### src/rtl/des_pkg.sv
// Shared DES sequencing definitions: controller state encoding, round count and
// the per-round C/D rotate schedules for encryption and decryption.
package des_pkg;

  typedef enum logic [2:0] {
    ST_IDLE  = 3'd0,
    ST_LOAD  = 3'd1,
    ST_ROUND = 3'd2,
    ST_FINAL = 3'd3,
    ST_DRAIN = 3'd4,
    ST_DONE  = 3'd5
  } state_e;

  localparam int NUM_ROUNDS = 16;

  // Decrypt starts with 0 because the registered C/D value after PC-1 already equals K16's C/D.
  localparam logic [1:0] ENC_SHIFT [NUM_ROUNDS] = '{
    2'd1, 2'd1, 2'd2, 2'd2, 2'd2, 2'd2, 2'd2, 2'd2,
    2'd1, 2'd2, 2'd2, 2'd2, 2'd2, 2'd2, 2'd2, 2'd1
  };
  localparam logic [1:0] DEC_SHIFT [NUM_ROUNDS] = '{
    2'd0, 2'd1, 2'd2, 2'd2, 2'd2, 2'd2, 2'd2, 2'd2,
    2'd1, 2'd2, 2'd2, 2'd2, 2'd2, 2'd2, 2'd2, 2'd1
  };

  function automatic logic [1:0] shift_amount(input logic [3:0] rnd, input logic mode);
    logic [1:0] amt;
    if (mode) begin
      amt = DEC_SHIFT[rnd];
    end else begin
      amt = ENC_SHIFT[rnd];
    end
    return amt;
  endfunction

endpackage

### src/rtl/key_shift_sched.sv
// Combinational C/D rotate lookup: (round, mode) -> (rotate amount, direction).
module key_shift_sched
  import des_pkg::*;
(
  input  logic [3:0] round_idx,
  input  logic       mode,
  output logic [1:0] key_shift,
  output logic       key_dir
);

  // Table lookup; direction follows mode (right rotation when decrypting).
  always_comb begin
    key_shift = shift_amount(round_idx, mode);
    key_dir   = mode;
  end

endmodule

### src/rtl/round_ctrl.sv
// Sequencing controller for the iterative DES core: LOAD, 16 rounds, FINAL swap,
// FP drain and a one-cycle done pulse. All outputs come straight from flops.
module round_ctrl
  import des_pkg::*;
#(
  parameter int FP_LAT = 1
) (
  input  logic       round_ctrl_clk,
  input  logic       round_ctrl_rst,
  input  logic       round_ctrl_start,
  input  logic       round_ctrl_decrypt,
  output logic       round_ctrl_busy,
  output logic       round_ctrl_ld_init,
  output logic       round_ctrl_key_ld,
  output logic       round_ctrl_rnd_en,
  output logic [1:0] round_ctrl_key_shift,
  output logic       round_ctrl_key_dir,
  output logic [3:0] round_ctrl_round,
  output logic       round_ctrl_swap,
  output logic       round_ctrl_done
);

  // DRAIN reuses the round counter; counter width limits FP_LAT to 17.
  localparam logic [3:0] LAST_ROUND = 4'(NUM_ROUNDS - 1);
  localparam logic [3:0] DRAIN_LAST = 4'(FP_LAT - 2);

  state_e     state_q, state_d;
  logic [3:0] cnt_q, cnt_d;
  logic       mode_q, mode_d;

  logic       busy_q, busy_d;
  logic       ld_init_q, ld_init_d;
  logic       rnd_en_q, rnd_en_d;
  logic [1:0] key_shift_q, key_shift_d;
  logic       key_dir_q, key_dir_d;
  logic [3:0] round_q, round_d;
  logic       swap_q, swap_d;
  logic       done_q, done_d;

  logic [1:0] sched_shift;
  logic       sched_dir;

  // Looked up on the next-cycle round and mode so the command can be registered.
  key_shift_sched u_sched (
    .round_idx (cnt_d),
    .mode      (mode_d),
    .key_shift (sched_shift),
    .key_dir   (sched_dir)
  );

  // Next-state, counter and mode logic; outputs decoded from the next state.
  always_comb begin
    state_d = state_q;
    cnt_d   = cnt_q;
    mode_d  = mode_q;
    case (state_q)
      ST_IDLE: begin
        cnt_d = 4'd0;
        if (round_ctrl_start) begin
          state_d = ST_LOAD;
          mode_d  = round_ctrl_decrypt;
        end else begin
          state_d = ST_IDLE;
        end
      end
      ST_LOAD: begin
        state_d = ST_ROUND;
        cnt_d   = 4'd0;
      end
      ST_ROUND: begin
        if (cnt_q == LAST_ROUND) begin
          state_d = ST_FINAL;
          cnt_d   = 4'd0;
        end else begin
          cnt_d = cnt_q + 4'd1;
        end
      end
      ST_FINAL: begin
        cnt_d = 4'd0;
        if (FP_LAT == 1) begin
          state_d = ST_DONE;
        end else begin
          state_d = ST_DRAIN;
        end
      end
      ST_DRAIN: begin
        if (cnt_q == DRAIN_LAST) begin
          state_d = ST_DONE;
          cnt_d   = 4'd0;
        end else begin
          cnt_d = cnt_q + 4'd1;
        end
      end
      ST_DONE: begin
        state_d = ST_IDLE;
        cnt_d   = 4'd0;
      end
      default: begin
        state_d = ST_IDLE;
        cnt_d   = 4'd0;
        mode_d  = 1'b0;
      end
    endcase

    busy_d      = (state_d != ST_IDLE);
    ld_init_d   = (state_d == ST_LOAD);
    rnd_en_d    = (state_d == ST_ROUND);
    round_d     = rnd_en_d ? cnt_d : 4'd0;
    key_shift_d = rnd_en_d ? sched_shift : 2'd0;
    key_dir_d   = busy_d ? sched_dir : 1'b0;
    swap_d      = (state_d == ST_FINAL);
    done_d      = (state_d == ST_DONE);
  end

  // State and registered outputs with synchronous reset.
  always_ff @(posedge round_ctrl_clk) begin
    if (round_ctrl_rst) begin
      state_q     <= ST_IDLE;
      cnt_q       <= 4'd0;
      mode_q      <= 1'b0;
      busy_q      <= 1'b0;
      ld_init_q   <= 1'b0;
      rnd_en_q    <= 1'b0;
      key_shift_q <= 2'd0;
      key_dir_q   <= 1'b0;
      round_q     <= 4'd0;
      swap_q      <= 1'b0;
      done_q      <= 1'b0;
    end else begin
      state_q     <= state_d;
      cnt_q       <= cnt_d;
      mode_q      <= mode_d;
      busy_q      <= busy_d;
      ld_init_q   <= ld_init_d;
      rnd_en_q    <= rnd_en_d;
      key_shift_q <= key_shift_d;
      key_dir_q   <= key_dir_d;
      round_q     <= round_d;
      swap_q      <= swap_d;
      done_q      <= done_d;
    end
  end

  assign round_ctrl_busy      = busy_q;
  assign round_ctrl_ld_init   = ld_init_q;
  assign round_ctrl_key_ld    = ld_init_q;
  assign round_ctrl_rnd_en    = rnd_en_q;
  assign round_ctrl_key_shift = key_shift_q;
  assign round_ctrl_key_dir   = key_dir_q;
  assign round_ctrl_round     = round_q;
  assign round_ctrl_swap      = swap_q;
  assign round_ctrl_done      = done_q;

endmodule

### config.mk
export PLATFORM = sky130hd
export DESIGN_NAME = round_ctrl
export DESIGN_NICKNAME = d
export VERILOG_FILES = /design/src/rtl/des_pkg.sv /design/src/rtl/key_shift_sched.sv /design/src/rtl/round_ctrl.sv
export SDC_FILE = /design/constraint.sdc
export NUM_CORES = 1
export LEC_CHECK = 0
export CAP_MARGIN = 0
export CORE_ASPECT_RATIO = 0.7
export CORE_UTILIZATION = 40
export CTS_CLUSTER_SIZE = 8
export DETAILED_ROUTE_END_ITERATION = 8
export HOLD_SLACK_MARGIN = 0.12
export MAX_ROUTING_LAYER = met4
export SKIP_CTS_REPAIR_TIMING = 1
export SYNTH_ARGS = -nofsm -noshare
export SYNTH_HDL_FRONTEND = slang
export SYNTH_SLANG_ARGS = --single-unit
### constraint.sdc
create_clock -name round_ctrl_clk -period 4.83 [get_ports round_ctrl_clk]
set_input_delay 0.483 -clock round_ctrl_clk [delete_from_list [all_inputs] [get_ports round_ctrl_clk]]
set_output_delay 0.483 -clock round_ctrl_clk [all_outputs]
set_load 0.02 [all_outputs]
==> key figures <==
STA
  – Worst slew margin: 0.685
  – RSZ-0062 raised after global routing: no
  – Final period util: 0.362
  – Worst-margin pin slew: 0.472 ns
  – Fin crit period: 1.75 ns
  – Fmax: 0.572 GHz
  – Setup_tns: 0 ns
  – Max Slew Vio Count: 0
  – Worst setup margin: 3.08 ns
  – Hold slack: 0.585 ns
  – Final Hold Vio Count: 0
  – Final Skew: 0.00742 ns
  – Final setup fails: 0

Floorplan
  – Starting Density: 0.440
  – Die footprint: 2320 um^2
  – I/O Pins: 17
  – Rows: 13
  – Die X: 57.2 um
  – Core Area: 1940 um^2
  – Die height: 40.6 um

CTS
  – TritonCTS clock tree: yes
  – Number of H-tree levels: 1
  – Clk Latency, worst-skew pair: 0.30 ns
  – CTS Buf Count: 3
  – Number of buffers on the longest clock path: 2
  – Clk sink count: 20
  – Clock slew at reported path FFs: 0.11 ns
  – Root buffer cell: clkbuf_4

Synth
  – EDFF count, synth: 0
  – Top-area cell type share of the netlist area: 0.470
  – Commonest cells in the netlist: 20 x dfxtp_1, 8 x nand2_1, 8 x nor2_1, 6 x a21oi_1, 6 x nor3_1
  – Area of the mapped netlist: 852 um^2
  – Synth cell types: 39
  – Most common cell in the netlist: dfxtp_1
  – Mean area per synthesized cell: 9.26 um^2
  – Synth top area cells: dfxtp_1 47%, a21oi_1 3.5%, nor3_1 3.5%, nand2_1 3.5%, nor2_1 3.5%
  – Most used DFF post-synth: dfxtp_1
  – FFs w/ async S/R, synth: 0
  – Ys Warns: 0
  – Gate Count Post-Synth: 92
  – Leading area contributor after synthesis: dfxtp_1
  – Synth Register Bits: 20
  – Sequential area share after synthesis: 0.470
  – Net count after synthesis: 97

GRT
  – Vias in the first global route: 548
  – Initial antenna violation count: 0
  – GRT overflow: 0
  – GRT Util Overall: 0.157
  – Largest net degree at the start of global routing: 15
  – First-pass GRT wire length: 2490 um

Run
  – Max-cap viol count: 0

Power and ir drop
  – PD cells: 302 nW/um^2
  – Leak: 0.384 nW
  – Worst VDD drop: 0.182 mV
  – Power Total: 0.000316 W

Placed design
  – Worst slack, placed: 2.98 ns
  – Dpl hpwl: 1160 um
  – Port Buf Inserts: 16
  – Placer Congestion: 0.748

Detailed routing
  – DRT iter0 DRCs: 17
  – DR vias: 669
  – Detail Route Antenna Nets: 0
  – Routed len/inst: 12.5 um
  – Remaining DRCs: 4
  – Vias per Instance: 5.19
  – Aggregate routed wire length: 1610 um
  – DRT Pass-1 Iters: 8

Layout
  – Layout area overhead: 22.9%
  – Number of diodes: 0
  – Nets: 113
  – Fraction of final layout cells sized beyond drive strength 1: 0.0841
  – Core Util, Final: 0.541
  – FILL cells: 178

Setup path
  – Setup CP Type: reg2reg
  – CP endpoint kind: flip-flop
  – Startpoint Class: flip-flop
  – Crit path largest cell delay: 0.53 ns
  – Max FO, Critical Path: 8
  – Delay-heaviest family, CP: flip-flops
  – CP required: 5.02 ns
  – Slowest-stage cell, CP: dfxtp_1
  – Crit path buffers/inverters: 0
  – CP Cell Sequence: ha_1 -> and3_4 -> o31a_1 -> o221a_1
  – Arrival time worst endpoint: 1.94 ns

Hold path
  – Worst min path class: reg2reg

Outcome
  – Outcome: finished, violations left
  – Failing checks: design-rule violations
-- worst paths after layout --
path                    startpoint  slack, ns  cells past startpoint                            endpoint
max            cnt_q[0]$_SDFF_PP0_       3.08                      4  round_ctrl_key_shift[0]$_SDFF_PP0_
min          state_q[0]$_SDFF_PP0_       0.58                      2               state_q[2]$_SDFF_PP0_
max reg2reg    cnt_q[0]$_SDFF_PP0_       3.08                      4  round_ctrl_key_shift[0]$_SDFF_PP0_
min reg2reg  state_q[0]$_SDFF_PP0_       0.58                      2               state_q[2]$_SDFF_PP0_
-- state kept, by name (all words and copies together), names as in the netlist --
register,flops
state_q,3
round_ctrl_busy,1
round_ctrl_round,4
round_ctrl_key_dir,1
round_ctrl_done,1
round_ctrl_key_shift,2
mode_q,1
round_ctrl_key_ld,1
round_ctrl_swap,1
round_ctrl_rnd_en,1
cnt_q,4
-- power breakdown --
group	switching, W	internal (W)
Combinational	0.0000231	0.0000209
Sequential	0.00000589	0.000172
Clock	0.0000482	0.0000460
Total	0.0000772	0.000239
-- layout make-up --
| cell class | instances | area, um^2 | area share |
|---|---|---|---|
| multi-input combinational | 66 | 419 | 0.400 |
| sequential | 20 | 400 | 0.382 |
| timing repair buffer | 16 | 160 | 0.153 |
| clock buffer | 4 | 36.3 | 0.0346 |
| tap | 22 | 27.5 | 0.0263 |
| inverter | 1 | 3.75 | 0.00358 |
-- cell usage in the layout (no fill, tap or decap), drive strengths merged, types with 2 or more instances in the layout --
master and count:
clkdlybuf4s50 16, nor2 8, nand2b 2, and2b 2, nand2 8, nor3 6, dfxtp 20, clkbuf 4
nand3 2, a211oi 2, nor2b 5, a21o 2, and3 3, a21oi 6
-- metal layers --
| layer | track usage | up-vias | wire length (um) |
|---|---|---|---|
| met5 | - | - | 0 |
| met4 | 0.0549 | 0 | 14 |
| met3 | 0.0757 | 2 | 83 |
| met2 | 0.212 | 13 | 621 |
| met1 | 0.204 | 299 | 893 |
| li1 | - | 355 | - |
-- worst reg2reg max path, stage by stage, from the launching register on --
cell     delay [ns]
dfxtp_1        0.53
ha_1           0.38
and3_4         0.21
o31a_1         0.28
o221a_1        0.25
-- kinds of logic (layout without fill, tap and decap cells) --
kind of cell / after synthesis / after routing / synth area share
XOR/XNOR: 1 / 1 / 0.0103
adder cells (fa/ha/maj): 2 / 2 / 0.0279
AND/OR/NAND/NOR: 43 / 43 / 0.279
flip-flops: 20 / 20 / 0.470
buffers and inverters: 6 / 21 / 0.0382
AO/OA/AOI/OAI: 20 / 20 / 0.175
-- metrics by stage --
stage                     instance area (um^2)  cells
final                                     1050    129
after detailed placement                  1010    125
after CTS                                 1050    129
after floorplan                            852     92
after global routing                      1050    129
after global placement                    1010    125
No activity file was read; power rests on OpenSTA's default activity.
